$ cat src/rtl/mole_pkg.sv
// Shared types and constants for the whack-a-mole round scheduler.
package mole_pkg;

    typedef enum logic [1:0] {IDLE, SHOW, GAP, DONE} state_t;

    typedef logic [1:0] level_t;

    localparam int WIN_W = 4;

    // Mole-up window length in ticks, indexed by difficulty level.
    localparam logic [WIN_W-1:0] WIN_TICKS [4] = '{4'd8, 4'd6, 4'd4, 4'd2};

    function automatic logic [WIN_W-1:0] win_ticks(level_t lvl);
        return WIN_TICKS[lvl];
    endfunction

endpackage

$ cat src/rtl/mole_round_ctrl_if.sv
// Control/status bundle between the round scheduler and game logic.
interface mole_round_ctrl_if #(
    parameter int RND_W = 5
);
    logic              start;
    mole_pkg::level_t  level;
    logic              hit;
    logic              tick;
    logic              new_mole;
    logic              mole_up;
    logic              busy;
    logic              game_over;
    logic [RND_W-1:0]  round_cnt;
    logic [RND_W-1:0]  hit_cnt;
    logic [RND_W-1:0]  miss_cnt;

    modport master (
        output start, level, hit,
        input  tick, new_mole, mole_up, busy, game_over, round_cnt, hit_cnt, miss_cnt
    );

    modport slave (
        input  start, level, hit,
        output tick, new_mole, mole_up, busy, game_over, round_cnt, hit_cnt, miss_cnt
    );
endinterface

$ cat src/rtl/mole_tick_gen.sv
// Game-tick prescaler: a clock enable on clk rather than a divided clock.
module mole_tick_gen #(
    parameter int TICK_DIV = 4166665,
    parameter int CNT_W    = 26
) (
    input  logic clk,
    input  logic rst,
    input  logic clr,
    input  logic en,
    output logic tick
);
    logic [CNT_W-1:0] cnt_q;

    always_ff @(posedge clk or posedge rst) begin
        if (rst) begin
            cnt_q <= '0;
        end else if (clr || !en) begin
            cnt_q <= '0;
        end else if (cnt_q == CNT_W'(TICK_DIV)) begin
            cnt_q <= '0;
        end else begin
            cnt_q <= cnt_q + 1'b1;
        end
    end

    assign tick = en && (cnt_q == CNT_W'(TICK_DIV));
endmodule

$ cat src/rtl/mole_round_ctrl.sv
// Round scheduler: steps each round through a mole-up window and a gap, keeps score.
module mole_round_ctrl
    import mole_pkg::*;
#(
    parameter int TICK_DIV   = 4166665,
    parameter int CNT_W      = 26,
    parameter int GAP_TICKS  = 2,
    parameter int NUM_ROUNDS = 16,
    parameter int RND_W      = $clog2(NUM_ROUNDS + 1)
) (
    input  logic              clk,
    input  logic              rst,
    mole_round_ctrl_if.slave  bus
);
    localparam int GAP_W = $clog2(GAP_TICKS + 1);

    state_t            state_q, state_nx;
    level_t            lvl_q;
    logic [WIN_W-1:0]  win_q;
    logic [GAP_W-1:0]  gap_q;
    logic [RND_W-1:0]  round_q, hit_q, miss_q;
    logic              new_mole_q, mole_up_q, busy_q, game_over_q;
    logic              tick, tick_en, clr;
    logic              start_ev, hit_ev, miss_ev, load_win;

    assign tick_en = (state_q == SHOW) || (state_q == GAP);
    // Restarting the prescaler on every transition makes each dwell a whole number of ticks.
    assign clr     = (state_nx != state_q);

    mole_tick_gen #(
        .TICK_DIV (TICK_DIV),
        .CNT_W    (CNT_W)
    ) u_tick (
        .clk  (clk),
        .rst  (rst),
        .clr  (clr),
        .en   (tick_en),
        .tick (tick)
    );

    always_ff @(posedge clk or posedge rst) begin
        if (rst) state_q <= IDLE;
        else     state_q <= state_nx;
    end

    always_comb begin
        state_nx = state_q;
        start_ev = 1'b0;
        hit_ev   = 1'b0;
        miss_ev  = 1'b0;
        load_win = 1'b0;
        case (state_q)
            IDLE, DONE: begin
                if (bus.start) begin
                    start_ev = 1'b1;
                    load_win = 1'b1;
                    state_nx = SHOW;
                end
            end
            SHOW: begin
                // A hit on the final tick wins over the timeout.
                if (bus.hit) begin
                    hit_ev   = 1'b1;
                    state_nx = GAP;
                end else if (tick && (win_q == WIN_W'(1))) begin
                    miss_ev  = 1'b1;
                    state_nx = GAP;
                end
            end
            GAP: begin
                if (tick && (gap_q == GAP_W'(GAP_TICKS - 1))) begin
                    if (round_q == RND_W'(NUM_ROUNDS)) begin
                        state_nx = DONE;
                    end else begin
                        state_nx = SHOW;
                        load_win = 1'b1;
                    end
                end
            end
            default: state_nx = IDLE;
        endcase
    end

    always_ff @(posedge clk or posedge rst) begin
        if (rst) begin
            lvl_q       <= '0;
            win_q       <= '0;
            gap_q       <= '0;
            round_q     <= '0;
            hit_q       <= '0;
            miss_q      <= '0;
            new_mole_q  <= 1'b0;
            mole_up_q   <= 1'b0;
            busy_q      <= 1'b0;
            game_over_q <= 1'b0;
        end else begin
            if (start_ev) lvl_q <= bus.level;

            if (load_win)                   win_q <= win_ticks(start_ev ? bus.level : lvl_q);
            else if (state_q == SHOW && tick) win_q <= win_q - 1'b1;

            if (state_q != GAP) gap_q <= '0;
            else if (tick)      gap_q <= gap_q + 1'b1;

            if (start_ev) begin
                round_q <= '0;
                hit_q   <= '0;
                miss_q  <= '0;
            end else if (hit_ev) begin
                round_q <= round_q + 1'b1;
                hit_q   <= hit_q + 1'b1;
            end else if (miss_ev) begin
                round_q <= round_q + 1'b1;
                miss_q  <= miss_q + 1'b1;
            end

            new_mole_q  <= (state_nx == SHOW) && (state_q != SHOW);
            mole_up_q   <= (state_nx == SHOW);
            busy_q      <= (state_nx == SHOW) || (state_nx == GAP);
            game_over_q <= (state_nx == DONE);
        end
    end

    assign bus.tick      = tick;
    assign bus.new_mole  = new_mole_q;
    assign bus.mole_up   = mole_up_q;
    assign bus.busy      = busy_q;
    assign bus.game_over = game_over_q;
    assign bus.round_cnt = round_q;
    assign bus.hit_cnt   = hit_q;
    assign bus.miss_cnt  = miss_q;
endmodule

$ cat src/flat_wrapper.sv
// flat-port wrapper written by rule: the top's interface ports become plain ports
module mole_round_ctrl_flat import mole_pkg::*;
#(
    parameter int TICK_DIV   = 4166665,
    parameter int CNT_W      = 26,
    parameter int GAP_TICKS  = 2,
    parameter int NUM_ROUNDS = 16,
    parameter int RND_W      = $clog2(NUM_ROUNDS + 1)
)
  (clk, rst, bus_start, bus_level, bus_hit, bus_tick, bus_new_mole, bus_mole_up, bus_busy, bus_game_over, bus_round_cnt, bus_hit_cnt, bus_miss_cnt);
  mole_round_ctrl_if #(.RND_W(RND_W)) bus_i ();
  input  logic clk;
  input  logic rst;
  input wire logic [$bits(bus_i.start)-1:0] bus_start;
  input wire logic [$bits(bus_i.level)-1:0] bus_level;
  input wire logic [$bits(bus_i.hit)-1:0] bus_hit;
  output wire logic [$bits(bus_i.tick)-1:0] bus_tick;
  output wire logic [$bits(bus_i.new_mole)-1:0] bus_new_mole;
  output wire logic [$bits(bus_i.mole_up)-1:0] bus_mole_up;
  output wire logic [$bits(bus_i.busy)-1:0] bus_busy;
  output wire logic [$bits(bus_i.game_over)-1:0] bus_game_over;
  output wire logic [$bits(bus_i.round_cnt)-1:0] bus_round_cnt;
  output wire logic [$bits(bus_i.hit_cnt)-1:0] bus_hit_cnt;
  output wire logic [$bits(bus_i.miss_cnt)-1:0] bus_miss_cnt;
  assign bus_i.start = bus_start;
  assign bus_i.level = bus_level;
  assign bus_i.hit = bus_hit;
  assign bus_tick = bus_i.tick;
  assign bus_new_mole = bus_i.new_mole;
  assign bus_mole_up = bus_i.mole_up;
  assign bus_busy = bus_i.busy;
  assign bus_game_over = bus_i.game_over;
  assign bus_round_cnt = bus_i.round_cnt;
  assign bus_hit_cnt = bus_i.hit_cnt;
  assign bus_miss_cnt = bus_i.miss_cnt;
  mole_round_ctrl #(.TICK_DIV(TICK_DIV), .CNT_W(CNT_W), .GAP_TICKS(GAP_TICKS), .NUM_ROUNDS(NUM_ROUNDS), .RND_W(RND_W)) u_core (.clk(clk), .rst(rst), .bus(bus_i));
endmodule
$ cat config.mk
export PLATFORM = sky130hd
export DESIGN_NAME = mole_round_ctrl_flat
export DESIGN_NICKNAME = d
export VERILOG_FILES = /design/src/rtl/mole_pkg.sv /design/src/rtl/mole_round_ctrl_if.sv /design/src/rtl/mole_tick_gen.sv /design/src/rtl/mole_round_ctrl.sv /design/src/flat_wrapper.sv
export SDC_FILE = /design/constraint.sdc
export NUM_CORES = 1
export LEC_CHECK = 0
export ABC_AREA = 1
export CORE_ASPECT_RATIO = 1.4
export CORE_UTILIZATION = 40
export DETAILED_ROUTE_END_ITERATION = 10
export HOLD_SLACK_MARGIN = 0.12
export PLACE_DENSITY = 0.66
export REMOVE_ABC_BUFFERS = 1
export SKIP_LAST_GASP = 1
export SLEW_MARGIN = 20
export SYNTH_ARGS = -nofsm -noshare
export SYNTH_HDL_FRONTEND = slang
export SYNTH_SLANG_ARGS = --single-unit
$ cat constraint.sdc
create_clock -name clk -period 1.9 [get_ports clk]
set_input_delay 0.38 -clock clk [delete_from_list [all_inputs] [get_ports clk]]
set_output_delay 0.38 -clock clk [all_outputs]
set_load 0.005 [all_outputs]
==> Word-level counts from Yosys, hierarchy flattened <==
Cells that the tools add are included.
{ "word_totals": {"ff_bits": 55, "input_bits": 6, "out_inout_bits": 20, "word_cells": 85} }
{ "classes": {"addsub": 6, "order_cmp": 1, "eq_ne": 14, "muxes": 34, "bitwise_logic": 1, "reduce_logical": 17} }
{ "op_table": {"columns": ["op", "count"], "rows": [
  ["26-bit two-way mux", 2],
  ["5-bit two-way mux", 8],
  ["26-bit by 1-bit adder with 26-bit output, second input constant", 1],
  ["26-bit by 22-bit == test with 1-bit output, second input constant", 1],
  ["2-bit two-way mux", 8],
  ["4-bit two-way mux", 4],
  ["5-bit by 1-bit adder with 5-bit output, second input constant", 3],
  ["1-bit two-way mux", 9],
  ["4-bit binary-select mux with 2-bit select", 1],
  ["2-bit == test, second input constant", 4],
  ["2-bit nonzero test", 4],
  ["2-bit by 1-bit == test with 1-bit output, second input constant", 3],
  ["2-bit one-hot mux with 3 select lines", 1],
  ["5-bit == test, second input constant", 1],
  ["1-bit logical AND", 5],
  ["4-bit by 1-bit == test with 1-bit output, second input constant", 1],
  ["2-bit by 1-bit inequality test with 1-bit output, second input constant", 2],
  ["4-bit by 1-bit subtractor with 4-bit output, second input constant", 1],
  ["3-bit greater-or-equal comparator, second input constant", 1],
  ["1-bit logical OR", 3],
  ["2-bit inverter with 3-bit output", 1],
  ["3-bit nonzero test", 1],
  ["2-bit by 1-bit adder with 2-bit output, second input constant", 1],
  ["2-bit zero test", 1],
  ["other kinds (6)", 6]
]} }

==> Longest topological paths before layout <==
Gate-level depths: netlist (run 1).
{ "logic_depth": {"ltp_word": 10, "ltp_mapped": 15} }

==> Hierarchy <==
From an unflattened synthesis (run 1), not the netlist that was laid out.
{ "unflattened": {"cells_unflattened": 451, "hier_area_um2": 3342.0} }
{ "by_module_without_submodules": {"columns": ["mod", "n_inst", "cells_per_inst", "area_per_inst_um2"], "rows": [
  ["mole_round_ctrl", 1, 207, 1687.9],
  ["mole_tick_gen", 1, 244, 1654.1]
]} }

==> Worst setup path after synthesis (run 1) <==
No wires, ideal clock.
{ "synth_path": {"path_kind": "register to register", "from": "reg u_core.state_q[0]", "to": "reg u_core.win_q[2]", "setup_ns": 0.124, "arrival_ns": 1.813, "required_time_ns": 1.776, "slack_ns": -0.037, "path_stages_with_launch": 10, "n_path_buf": 0, "period_less_slack_ns": 1.937, "cell_sequence": "dfrtp_1 -> inv_1 -> ha_1 -> nand2_1 -> inv_1 -> or2_2 -> o21ai_0 -> ha_1 -> nand2_1 -> nand3_1"} }
{ "synth_between": {"elab_chain_cells": 9, "elab_cells_between_ends": 19} }
{ "synth_lines": {"columns": ["element", "line_no", "rtl"], "rows": [
  ["start, declared", "mole_round_ctrl.sv:17", "state_t state_q, state_nx;"],
  ["start signal, assigned", "mole_round_ctrl.sv:43", "else state_q <= state_nx;"],
  ["2-bit == test or 2-bit zero test (tied branches)", "mole_round_ctrl.sv:52", "case (state_q)"],
  ["2-bit OR reduction", "mole_round_ctrl.sv:52", null],
  ["1-bit two-way mux", "mole_round_ctrl.sv:52", null],
  ["2-bit two-way mux", "mole_round_ctrl.sv:99", "if (load_win) win_q <= win_ticks(start_ev ? bus.level : lvl_q);"],
  ["2-bit inverter with 3-bit output (not written as such)", "mole_pkg.sv:14", "return WIN_TICKS[lvl];"],
  ["4-bit binary-select mux with 2-bit select", "mole_pkg.sv:14", null],
  ["4-bit two-way mux (not written as such) (2 in series)", "mole_pkg.sv:14", null],
  ["4-bit two-way mux", "mole_round_ctrl.sv:99", null],
  ["end signal, assigned", "mole_round_ctrl.sv:99", null],
  ["end signal, assigned", "mole_round_ctrl.sv:100", "else if (state_q == SHOW && tick) win_q <= win_q - 1'b1;"],
  ["end, declared", "mole_round_ctrl.sv:19", "logic [WIN_W-1:0] win_q;"]
]} }
Parallel ways exist; a longest one is shown, timed or not. The select of a mux whose other input is x is not followed.
A chain may end at the register's enable or synchronous reset.

==> Worst setup path in the final report (run 1) <==
{ "layout_path": {"from": "reg u_core.u_tick.cnt_q[1]", "to": "out bus_tick"} }
{ "layout_between": {"elab_chain_cells": 2} }
{ "layout_lines": {"columns": ["element", "line_no", "rtl"], "rows": [
  ["start, declared", "mole_tick_gen.sv:12", "logic [CNT_W-1:0] cnt_q;"],
  ["start signal, assigned", "mole_tick_gen.sv:22", "cnt_q <= cnt_q + 1'b1;"],
  ["26-bit by 22-bit == test with 1-bit output", "mole_tick_gen.sv:26", "assign tick = en && (cnt_q == CNT_W'(TICK_DIV));"],
  ["1-bit logical AND", "mole_tick_gen.sv:26", null],
  ["end, declared", "flat_wrapper.sv:17", "output wire logic [$bits(bus_i.tick)-1:0] bus_tick;"]
]} }
Every way passes these cells.

==> results of run 1 <==
-- per-layer routing --
layer,part of all wire,vias to the layer above,track usage
met5,0,-,0
met4,0.032,0,0.0916
met3,0.027,22,0.0314
met2,0.57,46,0.412
met1,0.37,1412,0.194
li1,-,1485,-
-- critical path: cells and delay by family (launching register included) --
kind | cells | cell delay (ns)
AND/OR/NAND/NOR | 6 | 0.51
flip-flops | 1 | 0.38
buffers and inverters | 3 | 0.32
adder cells (fa/ha/maj) | 1 | 0.16
-- registers in the layout, summed over array words and instances, names as in the netlist, 2 cells and up --
register and flops:
u_core.bus.miss_cnt 5, u_core.bus.hit_cnt 5, u_core.gap_q 2, u_core.win_q 4
u_core.bus.round_cnt 5, u_core.lvl_q 2, u_core.u_tick.cnt_q 26, u_core.state_q 2
-- cell usage in the layout, fill, tap and decap left out, drive strengths merged --
| master | count |
|---|---|
| buf | 88 |
| nand2 | 76 |
| nor2 | 67 |
| inv | 61 |
| dfrtp | 55 |
| nand3 | 32 |
| clkdlybuf4s50 | 24 |
| xor2 | 17 |
| o21ai | 16 |
| ha | 14 |
| nor3 | 14 |
| a21oi | 9 |
| nand4 | 8 |
| or2 | 7 |
| clkbuf | 6 |
| nand3b | 3 |
| xnor2 | 3 |
| o22ai | 2 |
| nor3b | 1 |
| o221ai | 1 |
| or3 | 1 |
| o211ai | 1 |
| a32o | 1 |
| a211oi | 1 |
| o211a | 1 |
| a32oi | 1 |
| bufinv | 1 |
-- cells by family (layout without fill, tap and decap cells) --
group	after synthesis	in the layout	share of synthesized area
flip-flops	55	55	0.434
AND/OR/NAND/NOR	209	209	0.313
XOR/XNOR	20	20	0.0553
adder cells (fa/ha/maj)	14	14	0.0553
AO/OA/AOI/OAI	33	33	0.0612
buffers and inverters	64	180	0.0805
-- power groups by stage --
stage | logic [uW] | clock network (uW) | registers, uW
2_1_floorplan | 1180 | 0 | 1530
3_3_place_gp | 2240 | 0 | 1530
3_5_place_dp | 2290 | 0 | 1530
4_1_cts | 2430 | 793 | 1510
5_1_grt | 2860 | 826 | 1530
6_report | 2570 | 763 | 1510
-- timing repair --
item / CTS / global route
setup endpoints to repair: 35 / 47
buffers inserted: 1 / 5
hold endpoints to repair: 0 / 0
pin swaps: 4 / 9
gates resized for setup: 18 / 19
-- worst paths after layout --
check	from	endpoint
max reg2reg	u_core.u_tick.cnt_q[1]	u_core.u_tick.cnt_q[25]
min reg2reg	u_core.bus.hit_cnt[3]	u_core.bus.hit_cnt[3]
max	u_core.u_tick.cnt_q[1]	bus_tick
min in group clk	u_core.bus.hit_cnt[3]	u_core.bus.hit_cnt[3]
max in group asynchronous	rst	u_core.bus.hit_cnt[0]
min	rst	u_core.win_q[0]
-- final cells by class --
cell class,count,area [um^2],area share
Tap cell,100,125,0.0283
Clock inverter,1,30.0,0.00680
Inverter,61,229,0.0519
Multi-Input combinational cell,276,1640,0.372
Sequential cell,55,1380,0.312
Clock buffer,6,72.6,0.0164
Timing Repair Buffer,112,940,0.213
-- through the flow --
step	total power, uW	instances	hold slack [ns]
after floorplan	2720	392	0.439
after global placement	3770	598	0.457
after detailed placement	3820	598	0.487
after CTS	4730	606	0.336
after global routing	5220	611	0.375
final	4850	611	0.342
==> impl_metrics.toml, run 1 <==
[setup_path]
cp.arrival_ns = 1.67
ff2ff_path_depth = 15
r2r_slack_ns = -0.13
end_kind = "primary output"
critPathSlowestCell = "dfrtp_1"
worstPathMaxFanout = 2
worstSetupStartpointType = "flop"
cp_data_required_time_ns = 1.52
worstPathCellList = "inv_1 > ha_2 > nand2_1 > nor2_1 > nand2_1 > nor2_2 > buf_4 > nand2_2 > nor2_2 > buf_2"
path_class = "reg2out"
cpPeakStageDelay_ns = 0.38

[pwr]
peakVddDrop_mv = 0.927
power_density_nw_per_um2 = 1100
p_sw_uw = 1870
intPower_uw = 2970
p_comb_frac = 0.530
pwr-share-seq = 0.312
p_leak_uw = 0.00212
clkPwrFrac = 0.158
swShare = 0.386

[logic_synthesis]
avgSynthCellArea_um2 = 8.02
synth_cells = 395
synth_top_area_frac = 0.434
yosys_register_bits = 55
synthTopCellsByCount = "71 x nand2_1, 59 x inv_1, 55 x dfrtp_1, 51 x nor2_1, 31 x nand3_1"
synth_async_sr_flop_share = 1.00
synth_flop_cell = "dfrtp_1"
synth.area.top_cells = "dfrtp_1 43%, nand2_1 8.4%, inv_1 7.0%, nor2_1 6.0%, ha_1 5.5%"
synth.most_common_cell = "nand2_1"
synth_edf_count = 0
ys_seq_area_frac = 0.434
yosysWarnings = 0
synth_top_area_cell = "dfrtp_1"
syn_area_um2 = 3170
ys_types = 33

[timing]
maxSlewViolCount = 0
fin_skew_ns = 0.00503
final.min_clock_period_ns = 2.05
finalWorstSetupSlack_ns = -0.149
setup_violations = 38
setup-tns-final_ns = -3.86
max-slew-margin-rel = 0.695
hold_violations = 0
rsz0062_at_grt = "yes"
max_freq_mhz = 488
post-route-period-util = 1.08
worst_pin_slew_ns = 0.455

[flow_run]
maxCapViolations = 0

[place]
gp_congestion = 0.919
portBuffers = 25
place_area_um2 = 4160
hpwl_um = 5990
dp_worst_setup_slack_ns = -0.126

[route]
wire_per_inst_um = 12.6
dr_total_vias = 2965
ant_nets = 0
drt_iter0_drc = 99
firstDrtPassIters = 6
drc = 0
vias_per_cell = 4.85
drt_wl_total_um = 7720

[floorplan]
io_pins = 26
core-area_um2 = 7700
initial_core_util = 0.411
dieArea_um2 = 8290
die_y_um = 107
die_w_um = 77.2
rows = 38

[cells_and_area]
layout-drive-gt1-share = 0.309
final_area_um2 = 4420
diodes = 0
final.fill_count = 739
area_delta_synth_final_pct = 39.3
final_util = 0.573
final_nets = 531

[clock_tree]
cts_tree = "yes"
cts_hold_buf = 0
cts_buffers = 5
path_clk_slew_ns = 0.09
cts-root-buf = "clkbuf_8"
clock_latency_ns = 0.31
clockBufferDepth = 2
htree_levels = 2
clock_sinks = 55

[grt]
track_usage = 0.203
antenna_found_initial = 0
grt_max_degree = 21
grt_pass1_wl_um = 13300
grt_pass1_vias = 3080
grt.overflow.total = 0

[outcome]
failed_checks = "setup timing"
status = "finished with violations"

[hold_path]
min_path_type = "in2async"
Power figures use the tool's default switching activity.
==> run 2: changes to the inputs <==
Settings changed: CELL_PAD_IN_SITES_DETAIL_PLACEMENT from default to 0, CELL_PAD_IN_SITES_GLOBAL_PLACEMENT from default to 2, CORE_UTILIZATION 40 to 31, PLACE_DENSITY 0.66 to 0.8.
==> impl_metrics.toml, run 2 (synthesis results as in run 1) <==
[clock_tree]
cts_buffers = 5
clock_sinks = 55
cts_tree = "yes"
clock_latency_ns = 0.30
htree_levels = 2
clockBufferDepth = 2
path_clk_slew_ns = 0.07
cts-root-buf = "clkbuf_16"
cts_hold_buf = 0

[timing]
rsz0062_at_grt = "yes"
max-slew-margin-rel = 0.667
maxSlewViolCount = 0
finalWorstSetupSlack_ns = -0.188
setup_violations = 41
worst_pin_slew_ns = 0.496
hold_violations = 0
max_freq_mhz = 479
final.min_clock_period_ns = 2.09
fin_skew_ns = 0.00833
post-route-period-util = 1.10

[setup_path]
worstPathCellList = "inv_1 > ha_2 > nand2_1 > nor2_1 > nand2_1 > nor2_2 > buf_4 > nand4_1 > nand2_1 > nand2_2 > nand3_1 > nand2_1 > nor2_2 > nand3_4 > buf_12 > nor2_1"
crit_family = "simple AND/OR/NAND/NOR gates"
r2r_slack_ns = -0.19
critPathSlowestCell = "dfrtp_1"
path_class = "reg2reg"
worstPathMaxFanout = 14
cpPeakStageDelay_ns = 0.39
critPathBufInv = 3
end_kind = "flop"
cp.arrival_ns = 2.31
worstSetupStartpointType = "flop"
crit_path_frequent_cell = "nand2_1"
cp_data_required_time_ns = 2.13

[route]
drt_iter0_drc = 125
drc = 0
dr_total_vias = 2971
wire_per_inst_um = 12.6
drt_wl_total_um = 8260
ant_nets = 0
firstDrtPassIters = 4
vias_per_cell = 4.52

[floorplan]
rows = 43
dieArea_um2 = 10600
core-area_um2 = 9900
io_pins = 26
die_y_um = 122
initial_core_util = 0.320
die_w_um = 87.5

[cells_and_area]
final_nets = 541
largest_register_ffs = 26
layout-drive-gt1-share = 0.347
final_common_cell = "buf_4"
final_area_um2 = 4680
final_cell_mix = "90 x buf_4, 63 x nand2_1, 55 x dfrtp_1, 54 x inv_1, 42 x nor2_1"
final_util = 0.473
top_register = "u_core.u_tick.cnt_q"
area_delta_synth_final_pct = 47.7
diodes = 0

[grt]
antenna_found_initial = 0
grt.overflow.total = 0
grt_pass1_vias = 3055
track_usage = 0.172
grt_max_degree = 30
grt_pass1_wl_um = 14000

[place]
hpwl_um = 6320
gp_congestion = 0.796
portBuffers = 25
place_area_um2 = 4280

[outcome]
failed_checks = "setup timing"
status = "finished with violations"

[flow_run]
maxCapViolations = 0

[pwr]
power_density_nw_per_um2 = 1180
p_leak_uw = 0.00221
peakVddDrop_mv = 0.667

[hold_path]
min_path_type = "in2async"
==> run 2: cell types whose count changed in the layout (fill, tap and decap cells not counted), sizes merged <==
cell / previous run / this run
clkinv: 0 / 1
buf: 88 / 97
nand2: 76 / 77
==> run 2: cell type report <==
type | count | area [um^2]
Multi-Input combinational cell | 277 | 1720
Clock buffer | 6 | 139
Inverter | 61 | 231
Tap cell | 135 | 169
Fill cell | 1029 | 5220
Timing Repair Buffer | 121 | 1010
Clock inverter | 2 | 35.0
Sequential cell | 55 | 1380
==> run 2: power by group <==
part	total (uW)	internal [uW]	leakage, uW	switching [uW]
sequential	1520	1370	0.000742	150
clock	1090	657	0.0000868	437
combinational	2890	1390	0.00138	1500
==> run 2: layer usage <==
| layer | part of all wire | wire (um) | global-route usage | vias up |
|---|---|---|---|---|
| met4 | 0.021 | 176 | 0.0645 | 0 |
| met3 | 0.022 | 185 | 0.0251 | 10 |
| met2 | 0.57 | 4720 | 0.343 | 38 |
| met5 | 0 | 0 | 0 | - |
| met1 | 0.38 | 3170 | 0.174 | 1415 |
| li1 | - | - | - | 1508 |
==> run 2: metrics by stage <==
step | power, uW | TNS [ns] | std cells | hold WS [ns] | setup WS, ns
floorplan | 2720 | -0.784 | 392 | 0.439 | -0.212
global placement | 3940 | -3.45 | 642 | 0.456 | -0.202
detailed placement | 3980 | -5.21 | 642 | 0.478 | -0.220
CTS | 5250 | -5.11 | 654 | 0.366 | -0.187
global route | 5890 | -13.84 | 657 | 0.399 | -0.404
finish | 5510 | -5.64 | 657 | 0.358 | -0.188
==> run 2: path summary, 6_finish.rpt <==
kind / start / endpoint / depth (start not counted)
worst max-delay path: u_core.u_tick.cnt_q[1] / u_core.u_tick.cnt_q[15] / 16
worst min-delay path: rst / u_core.u_tick.cnt_q[6] / 2
worst max register to register: u_core.u_tick.cnt_q[1] / u_core.u_tick.cnt_q[15] / 16
worst min register to register: u_core.gap_q[0] / u_core.gap_q[0] / 1
max in group asynchronous: rst / u_core.bus.hit_cnt[1] / 3
min in group clk: u_core.gap_q[0] / u_core.gap_q[0] / 1
==> run 2: timing repair <==
action,4_1_cts,5_1_grt
buffers inserted,3,3
cloned,1,0
pin swaps,10,20
gates resized for setup,23,39
setup endpoints to repair,41,46
